--- src/rtl/alu_wb_pkg.sv ---
// Shared definitions for the ALU flag / writeback block: flag layout,
// update-enable positions, FSM encoding and condition codes.
package alu_wb_pkg;

    // Bit positions of the flags inside the 8-bit F register.
    localparam int FLAG_Z = 7;
    localparam int FLAG_N = 6;
    localparam int FLAG_H = 5;
    localparam int FLAG_C = 4;

    // fupd bits line up with the upper F nibble, i.e. F[FLAG_x] <-> fupd[FLAG_x-FLAG_C].
    localparam int FUPD_Z = 3;
    localparam int FUPD_N = 2;
    localparam int FUPD_H = 1;
    localparam int FUPD_C = 0;

    // High-byte pass of a pair operation never touches Z.
    localparam logic [3:0] PAIR_FUPD_MASK = 4'b0111;

    typedef enum logic {
        ST_IDLE    = 1'b0,
        ST_LO_DONE = 1'b1
    } state_t;

    typedef enum logic [1:0] {
        CC_NZ = 2'b00,
        CC_Z  = 2'b01,
        CC_NC = 2'b10,
        CC_C  = 2'b11
    } cc_t;

endpackage

--- src/rtl/alu_flag_wb_if.sv ---
// ALU-side bundle into the flag/writeback block; master is the ALU/sequencer,
// slave is alu_flag_wb.
interface alu_flag_wb_if;
    logic        res_valid;
    logic [7:0]  Res;
    logic        co;
    logic        ho;
    logic        sub;
    logic [3:0]  fupd;
    logic        pair_start;
    logic        f_load;
    logic [7:0]  din;
    logic [1:0]  cc;

    logic [7:0]  F;
    logic [15:0] wb_data;
    logic        wb_valid;
    logic        wb_wide;
    logic        cin_to_alu;
    logic        busy;
    logic        cc_true;

    modport master (
        output res_valid, Res, co, ho, sub, fupd, pair_start, f_load, din, cc,
        input  F, wb_data, wb_valid, wb_wide, cin_to_alu, busy, cc_true
    );

    modport slave (
        input  res_valid, Res, co, ho, sub, fupd, pair_start, f_load, din, cc,
        output F, wb_data, wb_valid, wb_wide, cin_to_alu, busy, cc_true
    );
endinterface

--- src/rtl/alu_cc_eval.sv ---
// Branch condition evaluation on the flag nibble {Z,N,H,C}.
module alu_cc_eval
    import alu_wb_pkg::*;
(
    input  logic [3:0] flags,
    input  logic [1:0] cc,
    output logic       cc_true
);

    logic flag_z;
    logic flag_c;

    assign flag_z = flags[FLAG_Z - FLAG_C];
    assign flag_c = flags[FLAG_C - FLAG_C];

    always_comb begin
        cc_true = 1'b0;
        case (cc_t'(cc))
            CC_NZ:   cc_true = ~flag_z;
            CC_Z:    cc_true = flag_z;
            CC_NC:   cc_true = ~flag_c;
            CC_C:    cc_true = flag_c;
            default: cc_true = 1'b0;
        endcase
    end

endmodule

--- src/rtl/alu_flag_wb.sv ---
// Flag register and result writeback for an 8-bit ALU, including two-pass
// 16-bit pair operations with carry handoff between the byte passes.
//
// state      | meaning
// -----------+------------------------------------------------------------
// ST_IDLE    | no pair in flight; byte results write back directly
// ST_LO_DONE | low byte of a pair captured, waiting for the high-byte pass
module alu_flag_wb
    import alu_wb_pkg::*;
(
    input  logic          CLK,
    input  logic          nRESET,
    alu_flag_wb_if.slave  bus
);

    state_t      state;
    logic [3:0]  flags_q;
    logic [3:0]  flags_nxt;
    logic [3:0]  upd_mask;
    logic [3:0]  alu_flags;
    logic [7:0]  lo_byte;
    logic [15:0] wb_data_q;
    logic        wb_valid_q;
    logic        wb_wide_q;
    logic        cin_q;
    logic        busy_q;
    logic        res_zero;

    assign res_zero  = (bus.Res == 8'h00);
    assign alu_flags = {res_zero, bus.sub, bus.ho, bus.co};

    always_comb begin
        upd_mask = 4'b0000;
        if (bus.res_valid) begin
            case (state)
                ST_IDLE:    upd_mask = bus.pair_start ? 4'b0000 : bus.fupd;
                ST_LO_DONE: upd_mask = bus.fupd & PAIR_FUPD_MASK;
                default:    upd_mask = 4'b0000;
            endcase
        end
    end

    // POP AF overrides whatever the ALU wants to write this cycle.
    assign flags_nxt = bus.f_load ? bus.din[FLAG_Z:FLAG_C]
                                  : (flags_q & ~upd_mask) | (alu_flags & upd_mask);

    always_ff @(posedge CLK or negedge nRESET) begin
        if (!nRESET) begin
            state      <= ST_IDLE;
            flags_q    <= 4'b0000;
            lo_byte    <= 8'h00;
            wb_data_q  <= 16'h0000;
            wb_valid_q <= 1'b0;
            wb_wide_q  <= 1'b0;
            cin_q      <= 1'b0;
            busy_q     <= 1'b0;
        end else begin
            flags_q    <= flags_nxt;
            wb_valid_q <= 1'b0;
            wb_wide_q  <= 1'b0;
            case (state)
                ST_IDLE: begin
                    if (bus.res_valid) begin
                        if (bus.pair_start) begin
                            lo_byte <= bus.Res;
                            cin_q   <= bus.co;
                            busy_q  <= 1'b1;
                            state   <= ST_LO_DONE;
                        end else begin
                            wb_data_q  <= {8'h00, bus.Res};
                            wb_valid_q <= 1'b1;
                        end
                    end
                end
                ST_LO_DONE: begin
                    if (bus.res_valid) begin
                        wb_data_q  <= {bus.Res, lo_byte};
                        wb_valid_q <= 1'b1;
                        wb_wide_q  <= 1'b1;
                        cin_q      <= 1'b0;
                        busy_q     <= 1'b0;
                        state      <= ST_IDLE;
                    end
                end
                default: state <= ST_IDLE;
            endcase
        end
    end

    assign bus.F          = {flags_q, 4'b0000};
    assign bus.wb_data    = wb_data_q;
    assign bus.wb_valid   = wb_valid_q;
    assign bus.wb_wide    = wb_wide_q;
    assign bus.cin_to_alu = cin_q;
    assign bus.busy       = busy_q;

    alu_cc_eval u_cc_eval (
        .flags   (flags_q),
        .cc      (bus.cc),
        .cc_true (bus.cc_true)
    );

endmodule

--- src/flat_wrapper.sv ---
// flat-port wrapper written by rule: the top's interface ports become plain ports
module alu_flag_wb_flat import alu_wb_pkg::*;
  (CLK, nRESET, bus_res_valid, bus_Res, bus_co, bus_ho, bus_sub, bus_fupd, bus_pair_start, bus_f_load, bus_din, bus_cc, bus_F, bus_wb_data, bus_wb_valid, bus_wb_wide, bus_cin_to_alu, bus_busy, bus_cc_true);
  alu_flag_wb_if bus_i ();
  input  logic CLK;
  input  logic nRESET;
  input wire logic [$bits(bus_i.res_valid)-1:0] bus_res_valid;
  input wire logic [$bits(bus_i.Res)-1:0] bus_Res;
  input wire logic [$bits(bus_i.co)-1:0] bus_co;
  input wire logic [$bits(bus_i.ho)-1:0] bus_ho;
  input wire logic [$bits(bus_i.sub)-1:0] bus_sub;
  input wire logic [$bits(bus_i.fupd)-1:0] bus_fupd;
  input wire logic [$bits(bus_i.pair_start)-1:0] bus_pair_start;
  input wire logic [$bits(bus_i.f_load)-1:0] bus_f_load;
  input wire logic [$bits(bus_i.din)-1:0] bus_din;
  input wire logic [$bits(bus_i.cc)-1:0] bus_cc;
  output wire logic [$bits(bus_i.F)-1:0] bus_F;
  output wire logic [$bits(bus_i.wb_data)-1:0] bus_wb_data;
  output wire logic [$bits(bus_i.wb_valid)-1:0] bus_wb_valid;
  output wire logic [$bits(bus_i.wb_wide)-1:0] bus_wb_wide;
  output wire logic [$bits(bus_i.cin_to_alu)-1:0] bus_cin_to_alu;
  output wire logic [$bits(bus_i.busy)-1:0] bus_busy;
  output wire logic [$bits(bus_i.cc_true)-1:0] bus_cc_true;
  assign bus_i.res_valid = bus_res_valid;
  assign bus_i.Res = bus_Res;
  assign bus_i.co = bus_co;
  assign bus_i.ho = bus_ho;
  assign bus_i.sub = bus_sub;
  assign bus_i.fupd = bus_fupd;
  assign bus_i.pair_start = bus_pair_start;
  assign bus_i.f_load = bus_f_load;
  assign bus_i.din = bus_din;
  assign bus_i.cc = bus_cc;
  assign bus_F = bus_i.F;
  assign bus_wb_data = bus_i.wb_data;
  assign bus_wb_valid = bus_i.wb_valid;
  assign bus_wb_wide = bus_i.wb_wide;
  assign bus_cin_to_alu = bus_i.cin_to_alu;
  assign bus_busy = bus_i.busy;
  assign bus_cc_true = bus_i.cc_true;
  alu_flag_wb u_core (.CLK(CLK), .nRESET(nRESET), .bus(bus_i));
endmodule
--- config.mk ---
export PLATFORM = sky130hd
export DESIGN_NAME = alu_flag_wb_flat
export DESIGN_NICKNAME = d
export VERILOG_FILES = /design/src/rtl/alu_wb_pkg.sv /design/src/rtl/alu_flag_wb_if.sv /design/src/rtl/alu_cc_eval.sv /design/src/rtl/alu_flag_wb.sv /design/src/flat_wrapper.sv
export SDC_FILE = /design/constraint.sdc
export NUM_CORES = 1
export LEC_CHECK = 0
export ABC_AREA = 1
export CAP_MARGIN = 20
export CELL_PAD_IN_SITES_DETAIL_PLACEMENT = 0
export CELL_PAD_IN_SITES_GLOBAL_PLACEMENT = 1
export CORE_AREA = 4 4 63 65
export CTS_BUF_LIST = sky130_fd_sc_hd__clkbuf_4 sky130_fd_sc_hd__clkbuf_8
export DETAILED_ROUTE_END_ITERATION = 10
export DIE_AREA = 0 0 67 69
export DONT_BUFFER_PORTS = 1
export PLACE_DENSITY = 0.75
export SETUP_SLACK_MARGIN = 0.3
export SKIP_LAST_GASP = 1
export SLEW_MARGIN = 0
export SYNTH_ARGS = -nofsm -noshare
export SYNTH_HDL_FRONTEND = slang
export SYNTH_SLANG_ARGS = --single-unit
export TNS_END_PERCENT = 100
--- constraint.sdc ---
create_clock -name CLK -period 2.3 [get_ports CLK]
set_input_delay 0.46 -clock CLK [delete_from_list [all_inputs] [get_ports CLK]]
set_output_delay 0.46 -clock CLK [all_outputs]
set_load 0.05 [all_outputs]
==> impl_table.tex, run 1 <==
\begin{tabular}{lr}
\hline
Metric & Value \\
\hline
\multicolumn{2}{l}{\textbf{Die}} \\
\quad Count of standard-cell rows & 21 \\
\quad Horizontal extent of the die & 67 um \\
\quad Overall die area & 4620 um2 \\
\quad Die extent in y & 69 um \\
\quad Initial Utilization & 44.1\% \\
\quad Core box area & 3340 um2 \\
\quad Number of top-level pins & a little under 60 \\
\multicolumn{2}{l}{\textbf{Synthesis}} \\
\quad Fraction of synthesis flops using an asynchronous set or reset pin & 100\% \\
\quad Area share of the largest cell type after synthesis & between 50\% and 60\% \\
\quad Post-synthesis register bit count & 33 \\
\quad Most area-hungry cell type in the Yosys netlist & sky130\_fd\_sc\_hd\_\_dfrtp\_1 \\
\quad Cells after Synth & 165 \\
\quad Synth Warn \# & 0 \\
\quad Number of distinct library cells after synthesis & 20 \\
\quad Sequential cell area fraction in the yosys report & 56.1\% \\
\quad Top area cells in the synthesized netlist & sky130\_fd\_sc\_hd\_\_dfrtp\_1, sky130\_fd\_sc\_hd\_\_nand2\_1, sky130\_fd\_sc\_hd\_\_o21ai\_0 \\
\quad Post-synth EDFFs & 0 \\
\quad Synthesized cell area & 1470 um2 \\
\quad Main synth FF type & sky130\_fd\_sc\_hd\_\_dfrtp\_1 \\
\quad Syn\_area\_per\_cell & around 8.9 um2 \\
\multicolumn{2}{l}{\textbf{CTS}} \\
\quad Number of buffers added for setup after CTS & 0 \\
\quad Clock tree sinks & 33 \\
\quad Clock root buffer & sky130\_fd\_sc\_hd\_\_clkbuf\_4 \\
\quad Clock transition at path regs & 90 ps \\
\quad Clock network latency to the later pin of the worst-skew pair & around 320 ps \\
\quad Max H-tree Level & 2 \\
\quad Longest Clk Path Bufs & 2 \\
\quad Clock tree from TritonCTS & done \\
\quad Number of buffers created by CTS & 5 \\
\multicolumn{2}{l}{\textbf{Timing}} \\
\quad Final setup skew & 5.44 ps \\
\quad Final setup violating endpoints & 0 \\
\quad Final critical-path setup slack & just over 400 ps \\
\quad Final min period & 1880 ps \\
\quad FMAX & 531 MHz \\
\quad Setup TNS & 0 ps \\
\quad Final number of hold-violating endpoints & 0 \\
\quad Setup repair after global routing missed its margin & false \\
\quad Post-route fraction of the period consumed by the critical path & around four fifths \\
\quad Slew Limit Fails & 0 \\
\multicolumn{2}{l}{\textbf{Routing}} \\
\quad Wirelength, routed & 2.98 mm \\
\quad Antenna Nets Post-Route & 0 \\
\quad Number of optimization iterations in the first detailed-route pass & 4 \\
\quad Drt drc & 0 \\
\quad DR WL/cell & 13.9 um \\
\quad Via/cell ratio & 4.93 \\
\quad Number of DRC markers in iteration 0 & 50 \\
\quad Vias after detailed routing & 1055 \\
\multicolumn{2}{l}{\textbf{Placement}} \\
\quad Port Buf Inserts & 0 \\
\quad HPWL Detailed & 2.18 mm \\
\quad Worst setup slack before clock tree synthesis & 559 ps \\
\quad RePlAce Congestion & 0.717 \\
\quad Cell count after placement & 205 \\
\multicolumn{2}{l}{\textbf{Finish}} \\
\quad Combined flip-flop and latch cell area & 827 um2 \\
\quad Net total in the final layout & 198 \\
\quad Finished Core Util & 46.8\% \\
\quad Final-layout fill cell count & 335 \\
\quad Fin cells & 214 \\
\quad Area grow syn2layout & 6.12\% \\
\quad Number of diodes added for antenna fixing & 0 \\
\quad Share of final-layout standard cells stronger than drive strength 1 & between 10\% and 20\% \\
\quad Area occupied by multi-input gates & 519 um2 \\
\multicolumn{2}{l}{\textbf{Pwr}} \\
\quad Pwr/cell area & 955 nW/um2 \\
\quad Fraction of power consumed by sequential logic & 63.8\% \\
\quad Sw Ratio & 40.3\% \\
\quad Static leakage power & 0.000767 uW \\
\quad Switch Pwr & 602 uW \\
\quad Internal power contribution & between 800 and 900 uW \\
\quad Gate power share & 13.9\% \\
\quad Share of total power in the clock network & $\sim$22\% \\
\quad Worst IR Drop VDD & 343 uV \\
\multicolumn{2}{l}{\textbf{Critical path}} \\
\quad Setup CP Type & flip-flop to output pin \\
\quad Required time of the worst setup path & $\sim$1800 ps \\
\quad Startpoint class of the critical path & flip-flop \\
\quad Worst Path Arrival & 1420 ps \\
\quad CP Capture Type & output pin \\
\quad Maximum net fanout on the critical path & 3 \\
\multicolumn{2}{l}{\textbf{GRT}} \\
\quad Via count of the first global-routing pass & around 1100 \\
\quad Global-route wire length before repair & 5.07 mm \\
\quad Total congestion overflow & 0 \\
\quad Maximum number of pins on one net before global-route repair & 34 \\
\quad Global-route usage over all layers & 14.1\% \\
\quad Antenna violations before repair & 0 \\
\multicolumn{2}{l}{\textbf{Worst hold path}} \\
\quad Type of the most critical hold path & input pin to flip-flop \\
\multicolumn{2}{l}{\textbf{Run status}} \\
\quad Status & finished, final reports clean \\
\multicolumn{2}{l}{\textbf{Run}} \\
\quad Number of maximum-capacitance constraint violations & 0 \\
\hline
\end{tabular}
-- layout make-up --
cell class,count,area share (%)
Clock buffer,7,3.76
Timing Repair Buffer,3,2.40
Inverter,16,4.00
Multi-Input combinational cell,109,33.2
Tap cell,46,3.68
Sequential cell,33,52.9
-- per-layer routing --
metal  up-vias  routed length (um)  part of all wire, %  track usage [%]
met5         -                   0                    0                0
met4         0                  51                  1.7             5.41
met3         6                 269                  9.0             4.87
met2        49                1380                   46             22.1
met1       471                1280                   43             17.7
li1        529                   -                    -                -
-- cell usage after synthesis, types with 2 or more instances --
cell and number:
sky130_fd_sc_hd__nand2_1 45, sky130_fd_sc_hd__o21ai_2 4, sky130_fd_sc_hd__o21ai_1 5, sky130_fd_sc_hd__inv_1 14
sky130_fd_sc_hd__buf_4 4, sky130_fd_sc_hd__nand3_1 12, sky130_fd_sc_hd__buf_6 3, sky130_fd_sc_hd__clkbuf_1 2
sky130_fd_sc_hd__o21ai_0 27, sky130_fd_sc_hd__nor2_1 5, sky130_fd_sc_hd__dfrtp_1 33, sky130_fd_sc_hd__nand4_1 3
-- metrics by stage --
step / instance area [um2] / total power, uW / hold slack (ps)
6_report: 1560 / 1490 / 241
3_5_place_dp: 1470 / 1160 / 165
3_3_place_gp: 1470 / 1150 / 165
5_1_grt: 1560 / 1580 / 221
4_1_cts: 1560 / 1510 / 230
2_1_floorplan: 1480 / 1130 / 164
-- worst max-delay path, cell delays in order (launching register included) --
cell and delay (ps):
sky130_fd_sc_hd__dfrtp_2 530, sky130_fd_sc_hd__nand2_1 100, sky130_fd_sc_hd__o21ai_0 100, sky130_fd_sc_hd__xor2_1 170, sky130_fd_sc_hd__inv_2 210
-- repair_timing --
item | CTS | global route
resized for setup | 2 | 0
hold endpoints to repair | 33 | 0
hold buffers | 2 | 0
setup endpoints to repair | 1 | 0
-- cells in the final DEF (no fill, tap or decap), drive strengths merged --
master       instances
inv                 16
xor2                 1
buf                  2
nand4                3
a21oi                1
o21ai               36
conb                 4
clkbuf               7
dlygate4sd3          1
nand2               45
nor2                 5
nand3               13
dfrtp               33
a21boi               1
-- worst paths after layout --
kind / start / end / slack, ps / cells past startpoint
worst max-delay path: flip-flop / bus_cc_true / 420 / 4
worst min-delay path: bus_pair_start / u_core.bus.wb_valid / 240 / 1
worst max register to register: u_core.state / u_core.lo_byte[0] / 900 / 3
worst min register to register: u_core.lo_byte[2] / u_core.lo_byte[2] / 490 / 2
max in group asynchronous: nRESET / async pin / 1540 / 2
min in group asynchronous: nRESET / u_core.bus.wb_data[10] / 570 / 2
-- kinds of logic (layout without fill, tap and decap cells) --
kind of cell           Yosys count  after routing  synth area share [%]
AND/OR/NAND/NOR                 66             66                  18.8
AO/OA/AOI/OAI                   38             38                  14.9
flip-flops                      33             33                  56.1
buffers and inverters           26             26                  9.43
other                            1              4                 0.255
XOR/XNOR                         1              1                 0.595
-- power by group through the flow --
stage	sequential (uW)	clock [uW]	combinational, uW
floorplan	953	0	175
global placement	962	0	188
detailed placement	965	0	193
CTS	954	344	211
global route	965	372	241
finish	951	334	207
Power figures use the tool's default switching activity.
==> run 2: changes to the inputs <==
==> constraint.sdc (replaced) <==
create_clock -name CLK -period 2 [get_ports CLK]
set_input_delay 0.4 -clock CLK [delete_from_list [all_inputs] [get_ports CLK]]
set_output_delay 0.4 -clock CLK [all_outputs]
set_load 0.05 [all_outputs]
==> run 2 against run 1 <==
Compared with the run above: sequential power up 15%; critical endpoint unchanged; die area unchanged; clock power grew 27%; clock skew grew 7.1 ps; final cell count increased by 0.93%; register-to-register slack worse by 300 ps; routed wire length up 0.87%; via count is 1.7% higher; first-iteration DRC count grew 22%; critical path type unchanged.
==> impl_table.tex, run 2 (same netlist as run 1, synthesis figures left out) <==
\begin{tabular}{lr}
\hline
Metric & Value \\
\hline
\multicolumn{2}{l}{\textbf{Critical path}} \\
\quad Setup CP Type & flip-flop to output pin \\
\quad Worst Path Arrival & 1230 ps \\
\quad Delay of the slowest critical-path stage & 400 ps \\
\quad CP Capture Type & output pin \\
\quad Required time of the worst setup path & 1600 ps \\
\quad Standard cell with the maximum stage delay on the critical path & sky130\_fd\_sc\_hd\_\_dfrtp\_1 \\
\quad Worst-path cell chain & nand2\_1, o21ai\_2, xor2\_1, inv\_2 \\
\quad Maximum net fanout on the critical path & 2 \\
\quad Startpoint class of the critical path & flip-flop \\
\multicolumn{2}{l}{\textbf{Finish}} \\
\quad Most common cell after layout, fill and taps aside & sky130\_fd\_sc\_hd\_\_nand2\_1 \\
\quad Number of diodes added for antenna fixing & 0 \\
\quad Net total in the final layout & between 150 and 200 \\
\quad Commonest cells after routing, fill and taps aside & sky130\_fd\_sc\_hd\_\_nand2\_1, sky130\_fd\_sc\_hd\_\_dfrtp\_1, sky130\_fd\_sc\_hd\_\_o21ai\_0 \\
\quad Area grow syn2layout & 7.56\% \\
\quad Share of final-layout standard cells stronger than drive strength 1 & 12.9\% \\
\multicolumn{2}{l}{\textbf{Die}} \\
\quad Core box area & 3340 um2 \\
\quad Initial Utilization & 44.1\% \\
\quad Number of top-level pins & 59 \\
\quad Overall die area & 4620 um2 \\
\quad Count of standard-cell rows & 21 \\
\quad Horizontal extent of the die & 67 um \\
\quad Die extent in y & roughly 69 um \\
\multicolumn{2}{l}{\textbf{Pwr}} \\
\quad Static leakage power & 0.000780 uW \\
\quad Power after layout & 1760 uW \\
\quad Fraction of power consumed by sequential logic & 61.6\% \\
\quad Switch Pwr & 710 uW \\
\quad Gate power share & 14.2\% \\
\quad Share of total power in the clock network & between 20\% and 30\% \\
\quad Internal power contribution & between 1000 and 1500 uW \\
\quad Sw Ratio & 40.3\% \\
\quad Pwr/cell area & roughly 1100 nW/um2 \\
\quad Worst IR Drop VDD & 424 uV \\
\multicolumn{2}{l}{\textbf{Timing}} \\
\quad Post-route fraction of the period consumed by the critical path & 81.4\% \\
\quad Final setup violating endpoints & 0 \\
\quad Worst-case hold slack & 164 ps \\
\quad Final setup skew & 12.5 ps \\
\quad FMAX & 614 MHz \\
\quad Setup TNS & 0 ps \\
\quad Final min period & 1630 ps \\
\quad Final number of hold-violating endpoints & 0 \\
\quad Setup repair after global routing missed its margin & true \\
\quad Slew Limit Fails & 0 \\
\multicolumn{2}{l}{\textbf{Placement}} \\
\quad Port Buf Inserts & 0 \\
\quad RePlAce Congestion & 0.718 \\
\quad HPWL Detailed & $\sim$2.2 mm \\
\multicolumn{2}{l}{\textbf{Routing}} \\
\quad Vias after detailed routing & $\sim$1100 \\
\quad Number of optimization iterations in the first detailed-route pass & 4 \\
\quad Drt drc & 0 \\
\quad Number of DRC markers in iteration 0 & 61 \\
\quad Wirelength, routed & between 3 and 4 mm \\
\quad Antenna Nets Post-Route & 0 \\
\quad Via/cell ratio & between 4 and 5 \\
\quad DR WL/cell & $\sim$14 um \\
\multicolumn{2}{l}{\textbf{Run status}} \\
\quad Status & finished, final reports clean \\
\multicolumn{2}{l}{\textbf{CTS}} \\
\quad Max H-tree Level & 2 \\
\quad Clock network latency to the later pin of the worst-skew pair & 330 ps \\
\quad Clock tree sinks & 33 \\
\quad Clock tree from TritonCTS & done \\
\quad Number of buffers created by CTS & 5 \\
\quad Clock transition at path regs & approximately 100 ps \\
\quad Longest Clk Path Bufs & 2 \\
\quad Clock root buffer & sky130\_fd\_sc\_hd\_\_clkbuf\_4 \\
\quad Number of buffers added for setup after CTS & 0 \\
\multicolumn{2}{l}{\textbf{GRT}} \\
\quad Via count of the first global-routing pass & roughly 1100 \\
\quad Maximum number of pins on one net before global-route repair & 34 \\
\quad Global-route wire length before repair & 5.22 mm \\
\quad Antenna violations before repair & 0 \\
\quad Global-route usage over all layers & around 15\% \\
\quad Total congestion overflow & 0 \\
\multicolumn{2}{l}{\textbf{Run}} \\
\quad Number of maximum-capacitance constraint violations & 0 \\
\multicolumn{2}{l}{\textbf{Worst hold path}} \\
\quad Type of the most critical hold path & input pin to flip-flop \\
\hline
\end{tabular}
run 2: cell types whose count changed in the layout (fill, tap and decap cells not counted):
cell                       delta
sky130_fd_sc_hd__o21ai_2      +1
sky130_fd_sc_hd__clkinv_2     +1
sky130_fd_sc_hd__o21ai_0      -1
sky130_fd_sc_hd__buf_4        +1
sky130_fd_sc_hd__inv_2        +1
sky130_fd_sc_hd__clkbuf_4     -1
sky130_fd_sc_hd__inv_1        -1
sky130_fd_sc_hd__clkbuf_8     +1
sky130_fd_sc_hd__dfrtp_1      +1
sky130_fd_sc_hd__dfrtp_2      -1
run 2: routing by layer:
| layer | vias up | share of wire, % | global-route usage [%] |
|---|---|---|---|
| li1 | 537 | - | - |
| met1 | 485 | 42 | 17.7 |
| met2 | 46 | 47 | 23.5 |
| met3 | 5 | 9.6 | 6.33 |
| met4 | 0 | 1.3 | 5.41 |
| met5 | - | 0 | 0 |
run 2: stage by stage:
stage / cells / instance area, um2 / setup slack, ps / util (%)
2_1_floorplan: 168 / 1480 / 307 / -
3_3_place_gp: 206 / 1480 / 605 / 44.4
3_5_place_dp: 206 / 1480 / 562 / 44.4
4_1_cts: 216 / 1580 / 322 / 47.4
5_1_grt: 216 / 1580 / 276 / 47.5
6_report: 216 / 1580 / 371 / 47.5
run 2: path summary, 6_finish.rpt:
| path | start | end | slack, ps | cells after the start |
|---|---|---|---|---|
| setup / recovery | flip-flop | bus_cc_true | 370 | 4 |
| hold / removal | bus_res_valid | u_core.state | 160 | 1 |
| setup reg to reg | u_core.state | u_core.lo_byte[7] | 600 | 3 |
| hold reg to reg | u_core.lo_byte[2] | u_core.lo_byte[2] | 490 | 2 |
| max in group asynchronous | nRESET | async pin | 1310 | 2 |
| min in group asynchronous | nRESET | u_core.bus.wb_data[10] | 500 | 2 |
run 2: repair_timing:
| action | in CTS | in global routing |
|---|---|---|
| pin swaps | 0 | 1 |
| resized for setup | 2 | 2 |
| hold buffers | 2 | 0 |
| endpoints found under the hold margin | 33 | 0 |
| setup endpoints to repair | 1 | 1 |
run 2: area by class of cell:
class / count / area, um2
fillers: 335 / 1750
flip-flops and latches: 33 / 826
multi-input cells: 109 / 523
clock buffers: 7 / 65.1
inverters: 16 / 62.6
well taps: 46 / 57.6
repair buffers: 4 / 45.0
clock inverters: 1 / 5.00
run 2: worst max-delay path: cells and delay by family (launching register included):
family,cells,cell delay (ps)
simple gates,1,80
buf+inv,1,200
xor+xnor,1,170
flops,1,400
compound gates,1,60
run 2: power groups by stage:
stage	clock [uW]	combinational [uW]	sequential, uW
finish	425	250	1090
global route	466	291	1100
CTS	440	254	1090
detailed placement	0	233	1100
global placement	0	228	1100
floorplan	0	202	1100
==> run 3: changes to the inputs <==
==> constraint.sdc (replaced) <==
create_clock -name CLK -period 1.68 [get_ports CLK]
set_input_delay 0.336 -clock CLK [delete_from_list [all_inputs] [get_ports CLK]]
set_output_delay 0.336 -clock CLK [all_outputs]
set_load 0.05 [all_outputs]
==> run 3 against run 2 <==
Compared with the run above: via count increased by 2.3%; flip-flop and latch count unchanged; worst hold slack worse by 59 ps; setup slack got worse by 410 ps; power up 17%; critical path type unchanged; combinational power rose by 16%; final area down 0.16%; largest cell class unchanged; the run now ends with negative setup slack left; routed wire length increased by 3.9%.
==> impl_table.tex, run 3 (same netlist as run 1, synthesis figures left out) <==
\begin{tabular}{lr}
\hline
Metric & Value \\
\hline
\multicolumn{2}{l}{\textbf{Finish}} \\
\quad Net total in the final layout & 199 \\
\quad Most common cell after layout, fill and taps aside & sky130\_fd\_sc\_hd\_\_nand2\_1 \\
\quad Number of diodes added for antenna fixing & 0 \\
\quad Commonest cells after routing, fill and taps aside & sky130\_fd\_sc\_hd\_\_nand2\_1, sky130\_fd\_sc\_hd\_\_dfrtp\_1, sky130\_fd\_sc\_hd\_\_o21ai\_0 \\
\quad Fin cells & 215 \\
\quad Share of final-layout standard cells stronger than drive strength 1 & 15.4\% \\
\quad Final-layout fill cell count & 339 \\
\quad Area grow syn2layout & 7.39\% \\
\multicolumn{2}{l}{\textbf{Placement}} \\
\quad Cell count after placement & 206 \\
\quad HPWL Detailed & between 2 and 2.5 mm \\
\quad Port Buf Inserts & 0 \\
\quad RePlAce Congestion & 0.705 \\
\multicolumn{2}{l}{\textbf{Critical path}} \\
\quad Setup CP Type & flip-flop to output pin \\
\quad Required time of the worst setup path & 1340 ps \\
\quad Standard cell with the maximum stage delay on the critical path & sky130\_fd\_sc\_hd\_\_dfrtp\_2 \\
\quad Reg2reg path depth & 5 \\
\quad Register-to-register path setup slack & 480 ps \\
\quad Worst Path Arrival & 1380 ps \\
\quad Worst-path cell chain & nand2\_2, o21ai\_2, xor2\_1, inv\_2 \\
\quad Crit path capture & bus\_cc\_true \\
\quad R2r startpoint & u\_core.state \\
\quad Destination of the worst register-to-register timing path & u\_core.bus.wb\_data[13] \\
\quad Startpoint class of the critical path & flip-flop \\
\quad Delay of the slowest critical-path stage & $\sim$530 ps \\
\quad CP Capture Type & output pin \\
\quad Maximum net fanout on the critical path & 3 \\
\multicolumn{2}{l}{\textbf{Run status}} \\
\quad Status & finished with violations \\
\quad Violated checks & negative setup slack \\
\multicolumn{2}{l}{\textbf{Pwr}} \\
\quad Worst IR Drop VDD & 634 uV \\
\quad Static leakage power & about 0.00077 uW \\
\quad Pwr/cell area & 1310 nW/um2 \\
\multicolumn{2}{l}{\textbf{CTS}} \\
\quad Longest Clk Path Bufs & 2 \\
\quad Clock tree sinks & 33 \\
\quad Clock transition at path regs & about 100 ps \\
\quad Number of buffers created by CTS & 5 \\
\quad Clock network latency to the later pin of the worst-skew pair & between 300 and 400 ps \\
\quad Clock root buffer & sky130\_fd\_sc\_hd\_\_clkbuf\_4 \\
\quad Clock tree from TritonCTS & done \\
\quad Max H-tree Level & 2 \\
\quad Number of buffers added for setup after CTS & 0 \\
\multicolumn{2}{l}{\textbf{Timing}} \\
\quad Setup repair after global routing missed its margin & true \\
\quad Final critical-path setup slack & -33.7 ps \\
\quad Slew Limit Fails & 0 \\
\quad Worst-margin pin slew & 502 ps \\
\quad Final number of hold-violating endpoints & 0 \\
\quad Final min period & 1710 ps \\
\quad Final setup violating endpoints & 1 \\
\quad Worst relative slew slack & 66.5\% \\
\quad Post-route fraction of the period consumed by the critical path & 102\% \\
\quad FMAX & 584 MHz \\
\quad Setup TNS & -33.7 ps \\
\quad Final setup skew & 5.18 ps \\
\multicolumn{2}{l}{\textbf{Die}} \\
\quad Number of top-level pins & 59 \\
\quad Count of standard-cell rows & 21 \\
\quad Core box area & approximately 3300 um2 \\
\quad Horizontal extent of the die & 67 um \\
\quad Die extent in y & 69 um \\
\quad Initial Utilization & 44.1\% \\
\quad Overall die area & between 4000 and 5000 um2 \\
\multicolumn{2}{l}{\textbf{Routing}} \\
\quad Via/cell ratio & 5.11 \\
\quad Drt drc & 0 \\
\quad Number of DRC markers in iteration 0 & 42 \\
\quad Wirelength, routed & 3.13 mm \\
\quad Vias after detailed routing & 1098 \\
\quad DR WL/cell & 14.5 um \\
\quad Antenna Nets Post-Route & 0 \\
\quad Number of optimization iterations in the first detailed-route pass & 4 \\
\multicolumn{2}{l}{\textbf{GRT}} \\
\quad Maximum number of pins on one net before global-route repair & 34 \\
\quad Global-route usage over all layers & 15.4\% \\
\quad Total congestion overflow & 0 \\
\quad Via count of the first global-routing pass & between 1000 and 1500 \\
\quad Global-route wire length before repair & 5.37 mm \\
\quad Antenna violations before repair & 0 \\
\multicolumn{2}{l}{\textbf{Run}} \\
\quad Number of maximum-capacitance constraint violations & 0 \\
\multicolumn{2}{l}{\textbf{Worst hold path}} \\
\quad Type of the most critical hold path & input pin to flip-flop \\
\hline
\end{tabular}
-- run 3: cell types whose count changed in the layout (fill, tap and decap cells not counted), sizes merged --
| cell | delta |
|---|---|
| clkinv | -1 |
-- run 3: critical path, delay by kind of cell (launching register included) --
family                    cells  cell delay, ps
xor gates and xnor gates      1             160
AOI/OAI and AO/OA             1              50
DFF                           1             530
and+or+nand+nor               1             100
buffers and inverters         1             200
-- run 3: area by class of cell --
cell class                      count  area (um2)  area share [%]
Clock buffer                        7        58.8            3.72
Inverter                           16        62.6            3.96
Multi-Input combinational cell    109         526            33.2
Sequential cell                    33         832            52.6
Tap cell                           46        57.6            3.64
Timing Repair Buffer                4        45.0            2.85
-- run 3: through the flow --
| stage | setup WS (ps) | hold slack, ps | power [uW] | utilization [%] | area (um2) |
|---|---|---|---|---|---|
| finish | -33.7 | 105 | 2070 | 47.4 | 1580 |
| CTS | -53.3 | 106 | 2080 | 47.1 | 1570 |
| global route | -139 | 83.2 | 2200 | 47.4 | 1580 |
| detailed placement | 316 | 41.2 | 1600 | 44.4 | 1480 |
| global placement | 324 | 41.2 | 1580 | 44.4 | 1480 |
| floorplan | 305 | 40.4 | 1550 | - | 1490 |
-- run 3: timing repair --
item | in CTS | in global routing
setup endpoints to repair | 1 | 4
hold buffers | 2 | 0
gates resized for setup | 0 | 5
pin swaps | 1 | 1
hold endpoints to repair | 33 | 0
-- run 3: how the worst min path moves through the flow --
stage,slack (ps),cells after the start,start,endpoint
2_1_floorplan,40,0,nRESET,async pin
3_3_place_gp,40,0,nRESET,u_core.bus.wb_data[12]
3_5_place_dp,40,0,nRESET,u_core.bus.wb_data[13]
4_1_cts,110,1,bus_pair_start,u_core.bus.wb_valid
5_1_grt,80,1,bus_res_valid,u_core.state
6_report,110,1,bus_res_valid,u_core.state
-- run 3: metal layers --
metal / GRT usage (%) / vias to the layer above / wire [um]
met5: 0 / - / 0
met4: 6.08 / 0 / 38
met3: 6.98 / 4 / 310
met2: 24.3 / 50 / 1560
met1: 17.9 / 510 / 1220
li1: - / 534 / -
-- run 3: power by group --
group,internal (uW),leakage [uW],switching [uW]
registers,918,0.000408,391
logic,95.0,0.000326,195
clock network,214,0.0000348,256
